**src/rtl/instr_encoder.sv**
```systemverilog
// rtl/instr_encoder.sv - packs symbolic ops into 9-bit words and writes them to instruction memory
module instr_encoder #(
    parameter int AW    = 8,
    parameter int DEPTH = 256
) (
    input  logic          Clk,
    input  logic          Reset,
    input  logic          clear,
    input  logic          req_valid,
    output logic          req_ready,
    input  logic [3:0]    req_op,
    input  logic [3:0]    req_a,
    input  logic [5:0]    req_b,
    output logic          imem_we,
    output logic [AW-1:0] imem_addr,
    output logic [8:0]    imem_wdata,
    output logic [AW:0]   word_count,
    output logic          full,
    output logic          err_pulse,
    output logic [1:0]    err_code
);

    typedef enum logic [1:0] {IDLE, EMIT1, EMIT2, ERR} state_t;

    state_t        state_q, state_d;
    logic [AW:0]   ptr_q, ptr_d;
    logic          we_q, we_d;
    logic [AW-1:0] addr_q, addr_d;
    logic [8:0]    wdata_q, wdata_d;
    logic [8:0]    w2_q, w2_d;
    logic          two_q, two_d;
    logic          errp_q, errp_d;
    logic [1:0]    errc_q, errc_d;

    logic [8:0]    enc_w1, enc_w2;
    logic          enc_two, enc_bad, no_space, accept;
    logic [3:0]    shamt;
    logic [AW+1:0] need_end;
    logic [AW:0]   ptr_inc;

    assign shamt = req_b[3:0];

    always_comb begin
        enc_w1  = '0;
        enc_w2  = '0;
        enc_two = 1'b0;
        enc_bad = 1'b0;
        case (req_op)
            4'd0: begin
                enc_w1  = {1'b0, req_a, req_b[3:0]};
                enc_bad = (req_b[5:4] != 2'b00);
            end
            4'd1: enc_w1 = {3'b100, req_b};
            4'd2: enc_w1 = {3'b101, req_b};
            4'd3, 4'd4: begin
                enc_bad = (req_a > 4'd3) || (shamt == 4'd15) || (req_b[5:4] != 2'b00);
                // Shifts past 7 split into s=7 followed by the remainder (shamt-7 == low bits + 1)
                if (shamt > 4'd7) begin
                    enc_two = 1'b1;
                    enc_w1  = {3'b110, req_op == 4'd4, req_a[1:0], 3'd7};
                    enc_w2  = {3'b110, req_op == 4'd4, req_a[1:0], shamt[2:0] + 3'd1};
                end else begin
                    enc_w1  = {3'b110, req_op == 4'd4, req_a[1:0], shamt[2:0]};
                end
            end
            4'd5, 4'd6: begin
                enc_w1  = {5'b11110, req_op == 4'd6, req_a[2:0]};
                enc_bad = (req_a > 4'd7);
            end
            4'd7: begin
                enc_w1  = {6'b111011, req_a[2:0]};
                enc_bad = (req_a > 4'd4);
            end
            4'd8, 4'd9, 4'd10, 4'd11, 4'd12, 4'd13: begin
                enc_w1  = {4'b1110, req_op[2:0], req_a[1:0]};
                enc_bad = (req_a > 4'd3);
            end
            4'd14: begin
                enc_w1  = {7'b1111100, req_a[1:0]};
                enc_bad = (req_a > 4'd3);
            end
            default: enc_bad = 1'b1;
        endcase
    end

    assign need_end  = {1'b0, ptr_q} + (enc_two ? (AW+2)'(2) : (AW+2)'(1));
    assign no_space  = need_end > (AW+2)'(DEPTH);
    assign ptr_inc   = ptr_q + 1'b1;
    assign full      = (ptr_q == (AW+1)'(DEPTH));
    assign req_ready = (state_q == IDLE) & ~full & ~clear & Reset;
    assign accept    = req_valid & req_ready;

    always_comb begin
        state_d = state_q;
        ptr_d   = ptr_q;
        we_d    = 1'b0;
        addr_d  = addr_q;
        wdata_d = wdata_q;
        w2_d    = w2_q;
        two_d   = two_q;
        errp_d  = 1'b0;
        errc_d  = errc_q;
        case (state_q)
            IDLE: begin
                if (accept) begin
                    if (enc_bad) begin
                        state_d = ERR;
                        errp_d  = 1'b1;
                        errc_d  = 2'd1;
                    end else if (no_space) begin
                        state_d = ERR;
                        errp_d  = 1'b1;
                        errc_d  = 2'd2;
                    end else begin
                        state_d = EMIT1;
                        we_d    = 1'b1;
                        addr_d  = ptr_q[AW-1:0];
                        wdata_d = enc_w1;
                        w2_d    = enc_w2;
                        two_d   = enc_two;
                    end
                end
            end
            EMIT1: begin
                ptr_d = ptr_inc;
                if (two_q) begin
                    state_d = EMIT2;
                    we_d    = 1'b1;
                    addr_d  = ptr_inc[AW-1:0];
                    wdata_d = w2_q;
                end else begin
                    state_d = IDLE;
                end
            end
            EMIT2: begin
                ptr_d   = ptr_inc;
                state_d = IDLE;
            end
            default: state_d = IDLE;
        endcase
        if (clear) begin
            state_d = IDLE;
            ptr_d   = '0;
            we_d    = 1'b0;
            errp_d  = 1'b0;
            errc_d  = 2'd0;
        end
    end

    always_ff @(posedge Clk) begin
        if (!Reset) begin
            state_q <= IDLE;
            ptr_q   <= '0;
            we_q    <= 1'b0;
            addr_q  <= '0;
            wdata_q <= '0;
            w2_q    <= '0;
            two_q   <= 1'b0;
            errp_q  <= 1'b0;
            errc_q  <= 2'd0;
        end else begin
            state_q <= state_d;
            ptr_q   <= ptr_d;
            we_q    <= we_d;
            addr_q  <= addr_d;
            wdata_q <= wdata_d;
            w2_q    <= w2_d;
            two_q   <= two_d;
            errp_q  <= errp_d;
            errc_q  <= errc_d;
        end
    end

    // A clear/reset landing on a write cycle suppresses that write so no partial op reaches memory
    assign imem_we    = we_q & ~clear & Reset;
    assign imem_addr  = addr_q;
    assign imem_wdata = wdata_q;
    assign word_count = ptr_q;
    assign err_pulse  = errp_q;
    assign err_code   = errc_q;

endmodule

```
**config.mk**
```make
export PLATFORM = sky130hd
export DESIGN_NAME = instr_encoder
export DESIGN_NICKNAME = d
export VERILOG_FILES = /design/src/rtl/instr_encoder.sv
export SDC_FILE = /design/constraint.sdc
export NUM_CORES = 1
export LEC_CHECK = 0
export ABC_AREA = 1
export CORE_ASPECT_RATIO = 1.5
export CORE_MARGIN = 1
export CORE_UTILIZATION = 55
export DETAILED_ROUTE_END_ITERATION = 8
export HOLD_SLACK_MARGIN = 0.03
export PLACE_DENSITY = 0.93
export SLEW_MARGIN = 25
export SYNTH_ARGS = -nofsm -noshare
export SYNTH_HDL_FRONTEND = slang
export SYNTH_SLANG_ARGS = --single-unit
```
**constraint.sdc**
```tcl
create_clock -name Clk -period 6 [get_ports Clk]
set_input_delay 1.2 -clock Clk [delete_from_list [all_inputs] [get_ports Clk]]
set_output_delay 1.2 -clock Clk [all_outputs]
set_load 0.02 [all_outputs]
```
After elaboration in Yosys (flattened, before gate mapping) --
Cells that the tools add are included.
Word-level totals: output and inout bits 32, flip-flop bits (word level) 42, word-level logic and storage cells 102
Cells by class: bitwise operators 13, reduce and logical (&&, ||, !) cells 18, order comparisons 5, mux-type cells 32, add/subtract/negate cells 3, equal/unequal tests 22
Operators by type and width (number):
- case mux 9 bit (8 select lines) | 1
- 2-to-1 mux 9 bit | 6
- equality test 4 bit (second input constant) | 8
- 2-to-1 mux 8 bit | 4
- case mux 9 bit (2 select lines) | 1
- equality test 4 x 3 -> 1 bit (second input constant) | 4
- case mux 8 bit (2 select lines) | 1
- 2-to-1 mux 2 bit | 7
- greater-than comparator 4 x 3 -> 1 bit (second input constant) | 3
- adder 9 x 2 -> 10 bit | 1
- greater-than comparator 10 x 9 -> 1 bit (second input constant) | 1
- OR reduction 2 bit | 5
- adder 9 x 1 -> 9 bit (second input constant) | 1
- equality test 9 bit (second input constant) | 1
- equality test 4 x 2 -> 1 bit (second input constant) | 2
- 2-to-1 mux 1 bit | 8
- != test 2 bit (second input constant) | 4
- NOT 1 bit | 7
- OR reduction 7 bit | 1
- AND 1 bit | 6
- case mux 1 bit (6 select lines) | 1
- nonzero test 2 bit | 3
- OR reduction 6 bit | 1
- AND reduction 5 bit | 1
- other kinds (14) | 15

Longest topological paths before layout --
Gate-level depths: netlist of run 1.
depth in word-level cells 10, mapped depth 21, gate-level depth less buffers 20

Least setup slack after synthesis of run 1 --
No wires, ideal clock.
path kind input to register, start point in req_op[2], end point reg wdata_q[0], in the netlist imem_wdata[0], arrival time 3.229 ns, path buffers 1, slack 2.656 ns, data required time 5.885 ns, cell stages on the path 17, library setup time 0.115 ns, cells stage by stage nor2_2 -> nand2_1 -> nand2_4 -> nand2_1 -> ha_1 -> fa_1 -> nor2_1 -> o21ai_0 -> nor2_1 -> nand3_1 -> nand2_1 -> nand3_4 -> nand2_4 -> buf_2 -> nand3_1 -> nand2_1 -> nor2_1
Between the ends: word-level cells in the longest chain between the ends 8, elaborated cells on any way between the ends 33
RTL lines:
- from (decl) | line 11 | input logic [3:0] req_op,
- equality test 4 x 3 -> 1 bit or equality test 4 x 2 -> 1 bit (tied branches) | line 48 | case (req_op)
- OR reduction 2 bit | line 48
- 2-to-1 mux 1 bit | line 48
- 2-to-1 mux 2 bit | line 86 | assign need_end = {1'b0, ptr_q} + (enc_two ? (AW+2)'(2) : (AW+2)'(1));
- adder 9 x 2 -> 10 bit | line 86
- greater-than comparator 10 x 9 -> 1 bit | line 87 | assign no_space = need_end > (AW+2)'(DEPTH);
- != test 2 bit (no source line)
- AND reduction 5 bit (no source line)
- to (signal assigned) | line 166 | wdata_q <= wdata_d;
- to (decl) | line 29 | logic [8:0] wdata_q, wdata_d;
Several ways; a longest one is shown, not always the timed one. The select of a mux whose other input is x is not followed. A chain may end at the register's enable or synchronous reset.

Worst setup path after layout of run 1 --
start point in Reset, end point out imem_we
Between the ends: word-level cells in the longest chain between the ends 1
RTL lines:
- from (decl) | line 7 | input logic Reset,
- AND 1 bit | line 175 | assign imem_we = we_q & ~clear & Reset;
- to (decl) | line 14 | output logic imem_we,
Every way passes these cells.

==> out/metrics.cfg, run 1 <==
[sta]
tns_ns=0
relSlewSlack=0.415
fin_skew_ns=0.00805
fin_crit_ns=4.46
setup_violations=0
fin_crit_sh=0.744
fmax_mhz=224
worstMarginPinSlew_ns=0.878
hold_viol_final=0
rsz0062_at_grt=no
slew_viol_final=0
whs_ns=0.467
layout_setup_ws_ns=1.54

[worst_setup_path]
crit_type=in -> out
critPathCaptureType=primary output
slowest_stage=clkdlybuf4s50_1
start_kind=input pin
max_stage_delay_ns=0.61
cp_data_arrival_time_ns=3.26
critPathBufInv=5
critPathMostFrequentCell=clkdlybuf4s50_1
crit_chain=clkdlybuf4s50_1 > buf_4 > inv_2 > nor2_2 > inv_1 > nor2_1 > clkdlybuf4s50_1
cp.required_ns=4.80
path_max_fanout=18
critical_path.top_delay_family=buffers and inverters

[clock_tree]
cts_max_level=2
cts.sinks=39
path_clk_slew_ns=0.07
postCtsSetupBuffers=0
cts_root_buffer=clkbuf_8
cts-buffers-inserted=5
tritoncts=built
cts_hold_buffers=0
clk_path_buf_depth=2
cts_resized=0
clkLatencyLatePin_ns=0.30

[detailed_routing]
drt_iter0_drc=126
vias=2586
dr.pass1.iters=6
route.antenna.remaining_nets=0
wire_per_inst_um=12.8
viasPerCell=5.41
wirelength_um=6140
drc=8

[finish]
drive_above_1_share=0.0810
synthToLayoutAreaGrowth_pct=22.8
utilization=0.715
layout.nets=457
fillCellCount=351
diodes=0
final_cells=478
stdcell_area_um2=3060

[yosys]
yosysWarnings=0
syn_area_per_cell_um2=6.44
postSynthCellCount=387
ys_ff_latch=39
yosysSeqAreaShare=0.313
synth_area_um2=2490
synth-xor-area-share=0.0246
synth_compound_area_frac=0.124
syn_nets=413
muxShareOfSynthArea=0.0201
synth_top_family_by_area=simple AND/OR/NAND/NOR gates
synth-simple-area-share=0.363
synthAdderAreaFrac=0.0432
synth_cell_type_count=33

[global_routing]
grt_pass1_vias=2496
grt_antenna_before_repair=0
grt_max_degree=22
grt_usage=0.279
grt_pass1_wl_um=10500
grt-ovfl-total=0

[floorplan]
fp.dieH_um=84.4
die_w_um=57.0
start_util=0.582
io_pins=50
rows=29
coreArea_um2=4280
die_area_um2=4810

[power]
vdd_ir_drop_max_mv=0.166
powerDensity_nw_per_um2=199
p_leak_nw=1.35
finalPower_uw=608

[placement]
placed_cells_incl_taps=470
dpl.hpwl_um=4780
pre_cts_ws_ns=1.55
io_buffers=49
post_dp_cell_area_um2=2980
gp_congestion=0.945

[flow_run]
drv_cap=0

[status]
outcome=finished, violations left
violations=DRC

[hold_path]
holdCritPathClass=reg -> reg

cell usage in the layout, fill, tap and decap left out, drive strengths merged:
| cell type | netlist | routed |
|---|---|---|
| clkinv | 1 | 2 |
| nor3 | 7 | 7 |
| o2111ai | 1 | 1 |
| nand3b | 2 | 2 |
| fa | 1 | 1 |
| nor2 | 50 | 50 |
| nand2 | 105 | 105 |
| o21ai | 19 | 19 |
| nand4 | 4 | 4 |
| ha | 7 | 7 |
| dfxtp | 39 | 39 |
| inv | 55 | 55 |
| clkdlybuf4s50 | 0 | 49 |
| xor2 | 5 | 5 |
| a31oi | 1 | 1 |
| xnor2 | 2 | 2 |
| clkbuf | 4 | 7 |
| a21oi | 30 | 30 |
| mux2i | 5 | 5 |
| o211ai | 5 | 5 |
| nand3 | 34 | 34 |
| a22oi | 1 | 1 |
| buf | 9 | 1 |
layout make-up:
cell class                      instances  area, µm²  area share
Clock inverter                          1       5.00     0.00164
Inverter                               56        210      0.0687
Sequential cell                        39        781       0.255
Clock buffer                            7       76.3      0.0249
Multi-Input combinational cell        279       1430       0.468
Tap cell                               46       57.6      0.0188
Timing Repair Buffer                   50        498       0.163
sequential cells by signal, summed over array words and instances, names as in the netlist:
register	flops
err_code	2
err_pulse	1
imem_addr	8
imem_wdata	9
state_q	2
two_q	1
w2_q	6
we_q	1
word_count	9
cell families after synthesis:
| family | count (synthesis) |
|---|---|
| multiplexers | 5 |
| adder cells (fa/ha/maj) | 8 |
| flip-flops | 39 |
| AND/OR/NAND/NOR | 202 |
| XOR/XNOR | 7 |
| AO/OA/AOI/OAI | 57 |
| buffers and inverters | 69 |
metal layers:
layer / vias up / routed length [µm] / part of all wire / global-route usage
li1: 1326 / - / - / -
met1: 1143 / 2230 / 0.36 / 0.269
met2: 90 / 3350 / 0.54 / 0.513
met3: 27 / 215 / 0.035 / 0.0447
met4: 0 / 347 / 0.057 / 0.206
met5: - / 0 / 0 / 0
path summary, 6_finish.rpt:
| check | startpoint | end | slack, ns | cells past startpoint |
|---|---|---|---|---|
| worst max-delay path | Reset | imem_we | 1.54 | 7 |
| worst min-delay path | err_code[0] | err_code[0] | 0.47 | 2 |
| worst min register to register | err_code[0] | err_code[0] | 0.47 | 2 |
| worst max register to register | state_q[1] | imem_addr[4] | 3.43 | 10 |
worst reg2reg max path, cell delays in order (launching register included):
cell and delay (ns):
dfxtp_1 0.32, inv_1 0.07, ha_1 0.54, nand2_1 0.23
inv_1 0.14, a21oi_1 0.06, a21oi_2 0.66, nand2_4 0.24
nand2_1 0.11, nand2_1 0.05, nor2_1 0.09
synthesized netlist by cell type (all sizes together):
cell type | n | area (µm²)
mux2i | 5 | 50.1
dfxtp | 39 | 781
nand2 | 105 | 439
o2111ai | 1 | 8.76
nand3 | 34 | 188
inv | 55 | 206
clkinv | 1 | 3.75
buf | 9 | 53.8
a31oi | 1 | 6.26
nor2 | 50 | 203
nor3 | 7 | 35.0
a21oi | 30 | 154
fa | 1 | 20.0
nand4 | 4 | 25.0
o211ai | 5 | 37.5
a22oi | 1 | 7.51
clkbuf | 4 | 15.0
xnor2 | 2 | 17.5
xor2 | 5 | 43.8
ha | 7 | 87.6
o21ai | 19 | 95.1
nand3b | 2 | 15.0
power breakdown:
part | internal, mW | leakage, nW | total [mW] | switching [mW]
Sequential | 0.271 | 0.317 | 0.280 | 0.00898
Clock | 0.0816 | 0.0422 | 0.172 | 0.0905
Combinational | 0.0632 | 0.988 | 0.156 | 0.0926
Power figures use the tool's default switching activity.
==> inputs of run 2 (changes only) <==
--- a/config.mk
+++ b/config.mk
@@ -8,10 +8,10 @@
 export ABC_AREA = 1
 export CORE_ASPECT_RATIO = 1.5
 export CORE_MARGIN = 1
-export CORE_UTILIZATION = 55
+export CORE_UTILIZATION = 52
 export DETAILED_ROUTE_END_ITERATION = 8
 export HOLD_SLACK_MARGIN = 0.03
-export PLACE_DENSITY = 0.93
+export PLACE_DENSITY = 0.89
 export SLEW_MARGIN = 25
 export SYNTH_ARGS = -nofsm -noshare
 export SYNTH_HDL_FRONTEND = slang
==> constraint.sdc (replaced) <==
create_clock -name Clk -period 4.2 [get_ports Clk]
set_input_delay 0.84 -clock Clk [delete_from_list [all_inputs] [get_ports Clk]]
set_output_delay 0.84 -clock Clk [all_outputs]
set_load 0.02 [all_outputs]
==> run 2 against run 1 <==
The run now ends clean. Clock skew hardly changed. First-iteration DRC count grew 17%. Global-route usage is 1.5 points lower. Highest routed layer unchanged.
==> out/metrics.cfg, run 2 (synthesis gave the netlist of run 1 again) <==
[hold_path]
min_from=err_code[0]
hold_end=err_code[0]
holdCritPathClass=reg -> reg
holdPathStages=2  ; unchanged

[placement]
post_dp_cell_area_um2=3000  ; +0.76%
gp_congestion=0.929  ; -1.6%
dpl.hpwl_um=4810  ; +0.62%
pre_cts_ws_ns=0.265  ; -1.29 ns
io_buffers=49  ; unchanged

[floorplan]
io_pins=50  ; unchanged
rows=30  ; +3.4%
fp.dieH_um=86.8  ; +2.8%
die_area_um2=5080  ; +5.6%
start_util=0.544  ; -0.0379
die_w_um=58.5  ; +2.7%
coreArea_um2=4580  ; +7.0%

[worst_setup_path]
max_stage_delay_ns=0.60  ; about the same
critPathCaptureType=flip-flop
startpoint=req_op[1]
regToRegSetupSlack_ns=1.58  ; -1.85 ns
crit_type=in -> reg
cp_data_arrival_time_ns=3.82  ; +0.56 ns
path_max_fanout=21  ; +3
start_kind=input pin
cp.required_ns=4.39  ; -0.41 ns
reg2reg_from=word_count[1]
slowest_stage=clkdlybuf4s50_1
rr_endpoint=imem_addr[6]
reg2reg_depth=12  ; +2
critPathMostFrequentCell=nor2_1
crit_chain=clkdlybuf4s50_1 > nand2_2 > inv_2 > nand2_1 > nand2_4 > nand2_1 > ha_1 > fa_1 > nor2_1 > o21ai_0 > nor2_1 > nand3_1 > nand2_1 > nand3_4 > nand2_4 > nand2_4 > nor2_1 > nor2_1

[global_routing]
grt_antenna_before_repair=0  ; unchanged
grt_pass1_wl_um=10300  ; -1.8%
grt_max_degree=22  ; unchanged
grt_usage=0.263  ; -0.0151
grt_pass1_vias=2555  ; +2.4%
grt-ovfl-total=0  ; unchanged

[detailed_routing]
wire_per_inst_um=12.5  ; -2.9%
viasPerCell=5.24  ; -3.1%
drc=0  ; -8
dr.pass1.iters=4  ; -2
wirelength_um=6180  ; +0.72%
drt_iter0_drc=148  ; +17%
route.antenna.remaining_nets=0  ; unchanged
vias=2600  ; +0.54%

[power]
p_leak_nw=1.35  ; about the same
powerDensity_nw_per_um2=284  ; +43%
vdd_ir_drop_max_mv=0.137  ; -18%

[clock_tree]
cts_max_level=2  ; unchanged
clkLatencyLatePin_ns=0.30  ; about the same
cts_hold_buffers=0  ; unchanged
path_clk_slew_ns=0.07  ; about the same
tritoncts=built
cts_resized=0  ; unchanged
cts-buffers-inserted=5  ; unchanged
cts_root_buffer=clkbuf_8
cts.sinks=39  ; unchanged
clk_path_buf_depth=2  ; unchanged
postCtsSetupBuffers=0  ; unchanged

[sta]
whs_ns=0.469  ; +0.00177 ns
slew_viol_final=0  ; unchanged
rsz0062_at_grt=no
worstMarginPinSlew_ns=0.889  ; +0.0113 ns
layout_setup_ws_ns=0.570  ; -0.969 ns
fin_crit_sh=0.864
fin_skew_ns=0.00759  ; -0.000459 ns
hold_viol_final=0  ; unchanged
fin_crit_ns=3.63
fmax_mhz=275
setup_violations=0  ; unchanged
tns_ns=0  ; unchanged
relSlewSlack=0.407  ; -0.00756

[finish]
drive_above_1_share=0.0833  ; +0.00231
utilization=0.674  ; -0.0407
stdcell_area_um2=3090  ; +0.86%
synthToLayoutAreaGrowth_pct=23.8
layout_common_cells=nand2_1 (93), clkdlybuf4s50_1 (49), inv_1 (46), nor2_1 (46), dfxtp_1 (39)
final_common_cell=nand2_1
multi_input_area_um2=1430  ; unchanged
layout.nets=457  ; unchanged
fillCellCount=422  ; +20%
diodes=0  ; unchanged
seq_area_um2=781  ; unchanged

[flow_run]
drv_cap=0  ; unchanged

[status]
outcome=complete, no violations

[run 2: final cells by class]
cell class / instances / area share
Clock buffer: 6 / 0.0235
Clock inverter: 2 / 0.00405
Inverter: 56 / 0.0681
Multi-Input combinational cell: 279 / 0.464
Sequential cell: 39 / 0.253
Tap cell: 64 / 0.0259
Timing Repair Buffer: 50 / 0.161
[run 2: layer usage]
layer / vias up / global-route usage / share of wire
met3: 26 / 0.0403 / 0.030
met2: 98 / 0.485 / 0.55
met5: - / 0 / 0
li1: 1313 / - / -
met4: 0 / 0.193 / 0.049
met1: 1163 / 0.258 / 0.37
[run 2: where the power goes]
group	switching (mW)	leakage [nW]	internal (mW)	total, mW
Combinational	0.133	0.988	0.0906	0.224
Clock	0.136	0.0412	0.116	0.252
Sequential	0.0124	0.317	0.387	0.400
Total	0.281	1.35	0.594	0.876
[run 2: metrics by stage]
stage | std cells | power, mW
after floorplan | 387 | 0.555
after global placement | 488 | 0.626
after detailed placement | 488 | 0.631
after CTS | 496 | 0.880
after global routing | 496 | 0.922
final | 496 | 0.876
[run 2: worst max-delay path, delay by kind of cell]
kind	cells	cell delay [ns]
AND/OR/NAND/NOR	13	1.53
adder cells (fa/ha/maj)	2	0.69
buffers and inverters	2	0.68
AO/OA/AOI/OAI	1	0.08
[run 2: how the worst max path moves through the flow]
stage,to,slack (ns),depth (start not counted)
2_1_floorplan,imem_wdata[0],1.22,17
3_3_place_gp,imem_addr[1],0.42,18
3_5_place_dp,imem_addr[1],0.27,18
4_1_cts,imem_addr[6],0.56,18
5_1_grt,imem_addr[5],0.28,19
6_report,imem_addr[6],0.57,18
==> inputs of run 3 (changes only) <==
==> constraint.sdc (replaced) <==
create_clock -name Clk -period 4 [get_ports Clk]
set_input_delay 0.8 -clock Clk [delete_from_list [all_inputs] [get_ports Clk]]
set_output_delay 0.8 -clock Clk [all_outputs]
set_load 0.02 [all_outputs]
==> run 3 against run 2 <==
Power is 5.3% higher. Via count down 1.6%. Flip-flop and latch count unchanged. Combinational power up 6%. Count of clock-buffer cells in the layout is the same. First-iteration DRC count is 45% lower. Register-to-register slack is essentially flat. Global-route usage rose by 0.32 points. Largest cell class unchanged.
==> out/metrics.cfg, run 3 (synthesis gave the netlist of run 1 again) <==
[status]
outcome=complete, no violations

[sta]
tns_ns=0  ; unchanged
slew_viol_final=0  ; unchanged
fin_crit_sh=0.883
fmax_mhz=283
worstMarginPinSlew_ns=0.641  ; -0.249 ns
fin_crit_ns=3.53
fin_skew_ns=0.00288  ; -0.00471 ns
whs_ns=0.464  ; -0.00428 ns
relSlewSlack=0.573  ; +0.166
rsz0062_at_grt=no
setup_violations=0  ; unchanged
hold_viol_final=0  ; unchanged

[worst_setup_path]
startpoint=req_op[1]
critical_path.top_delay_family=simple AND/OR/NAND/NOR gates
critPathBufInv=2  ; unchanged
cp_data_arrival_time_ns=3.73  ; -0.09 ns
slowest_stage=clkdlybuf4s50_1
critPathMostFrequentCell=nor2_1
cp.required_ns=4.20  ; -0.19 ns
crit_type=in -> reg
reg2reg_from=word_count[0]
rr_endpoint=imem_addr[6]
path_max_fanout=21  ; unchanged
regToRegSetupSlack_ns=1.59  ; about the same
critPathCaptureType=flip-flop
crit_chain=clkdlybuf4s50_1 > nand2_2 > inv_2 > nand2_1 > nand2_4 > nand2_1 > ha_1 > fa_1 > nor2_1 > o21ai_0 > nor2_1 > nand3_1 > nand2_1 > nand3_4 > nand2_4 > nand2_4 > nor2_1 > nor2_1
start_kind=input pin
max_stage_delay_ns=0.60  ; about the same
reg2reg_depth=12  ; unchanged

[power]
powerDensity_nw_per_um2=297  ; +4.8%
finalPower_uw=922  ; +5.3%
p_leak_nw=1.36  ; +0.77%
vdd_ir_drop_max_mv=0.171  ; +26%

[global_routing]
grt_antenna_before_repair=0  ; unchanged
grt-ovfl-total=0  ; unchanged
grt_max_degree=22  ; unchanged
grtUsageMet1=0.262  ; +0.00318
grt_pass1_vias=2528  ; -1.1%
grt_usage=0.267  ; +0.00319
grt_pass1_wl_um=10400  ; +0.86%
grtUsageMet2=0.503  ; +0.0178
met3_usage=0.0433  ; +0.00299
top_usage_layer=met2

[detailed_routing]
vias=2559  ; -1.6%
wirelength_um=6060  ; -2.0%
drt_iter0_drc=81  ; -45%
route.antenna.remaining_nets=0  ; unchanged
dr.pass1.iters=5  ; +1
drc=0  ; unchanged
viasPerCell=5.14  ; -2.0%
wire_per_inst_um=12.2  ; -2.4%

[clock_tree]
clkLatencyLatePin_ns=0.29  ; about the same
cts.sinks=39  ; unchanged
cts_resized=0  ; unchanged
cts_root_buffer=clkbuf_8
cts_max_level=2  ; unchanged
clk_path_buf_depth=2  ; unchanged
postCtsSetupBuffers=0  ; unchanged
cts_hold_buffers=0  ; unchanged
path_clk_slew_ns=0.08  ; about the same
tritoncts=built
cts-buffers-inserted=5  ; unchanged

[placement]
io_buffers=49  ; unchanged
dpl.hpwl_um=4730  ; -1.6%
gp_congestion=0.928  ; -0.16%

[hold_path]
hold_end=two_q
min_from=two_q
holdCritPathClass=reg -> reg
holdPathStages=2  ; unchanged

[finish]
synthToLayoutAreaGrowth_pct=24.4
drive_above_1_share=0.0876  ; +0.00422
diodes=0  ; unchanged
layout_common_cells=nand2_1 (93), clkdlybuf4s50_1 (49), inv_1 (46), nor2_1 (46), dfxtp_1 (39)
final_common_cell=nand2_1
layout.nets=459  ; +0.44%

[floorplan]
start_util=0.544  ; unchanged
io_pins=50  ; unchanged
die_w_um=58.5  ; unchanged
rows=30  ; unchanged
die_area_um2=5080  ; unchanged
fp.dieH_um=86.8  ; unchanged
coreArea_um2=4580  ; unchanged

[flow_run]
drv_cap=0  ; unchanged

## run 3: layout make-up
type,count,area (µm²)
fill,407,1480
tap,64,80.1
sequential,39,781
inverter,56,210
clock buffer,6,72.6
timing repair buffer,52,513
clock inverter,2,12.5
multi-input combinational,279,1430
## run 3: worst max-delay path by stage
stage | slack (ns) | endpoint | depth (start not counted)
finish | 0.47 | imem_addr[6] | 18
global route | 0.16 | imem_addr[3] | 19
CTS | 0.46 | imem_addr[6] | 18
detailed placement | 0.17 | imem_addr[6] | 18
global placement | 0.30 | imem_addr[1] | 18
floorplan | 1.06 | imem_wdata[0] | 17
## run 3: per-layer routing
metal  vias up  part of all wire
li1       1317                 -
met1      1140              0.38
met2        79              0.55
met3        23             0.030
met4         0             0.044
met5         -                 0
## run 3: worst register-to-register path: cells and delay by family (launching register included)
kind / cells / cell delay [ns]
flops: 1 / 0.49
compound gates: 1 / 0.09
fa+ha+maj: 2 / 0.66
simple gates: 9 / 1.08
## run 3: power by group
part	leakage, nW	internal (mW)	switching, mW
logic	0.998	0.0970	0.140
registers	0.317	0.407	0.0135
clock network	0.0412	0.122	0.142
## run 3: stage by stage
step | area, µm² | util | setup WS [ns] | std cells
global route | 3100 | 0.677 | 0.156 | 498
CTS | 3100 | 0.677 | 0.463 | 498
floorplan | 2490 | - | 1.06 | 387
finish | 3100 | 0.677 | 0.466 | 498
global placement | 3020 | 0.659 | 0.297 | 490
detailed placement | 3020 | 0.659 | 0.173 | 490
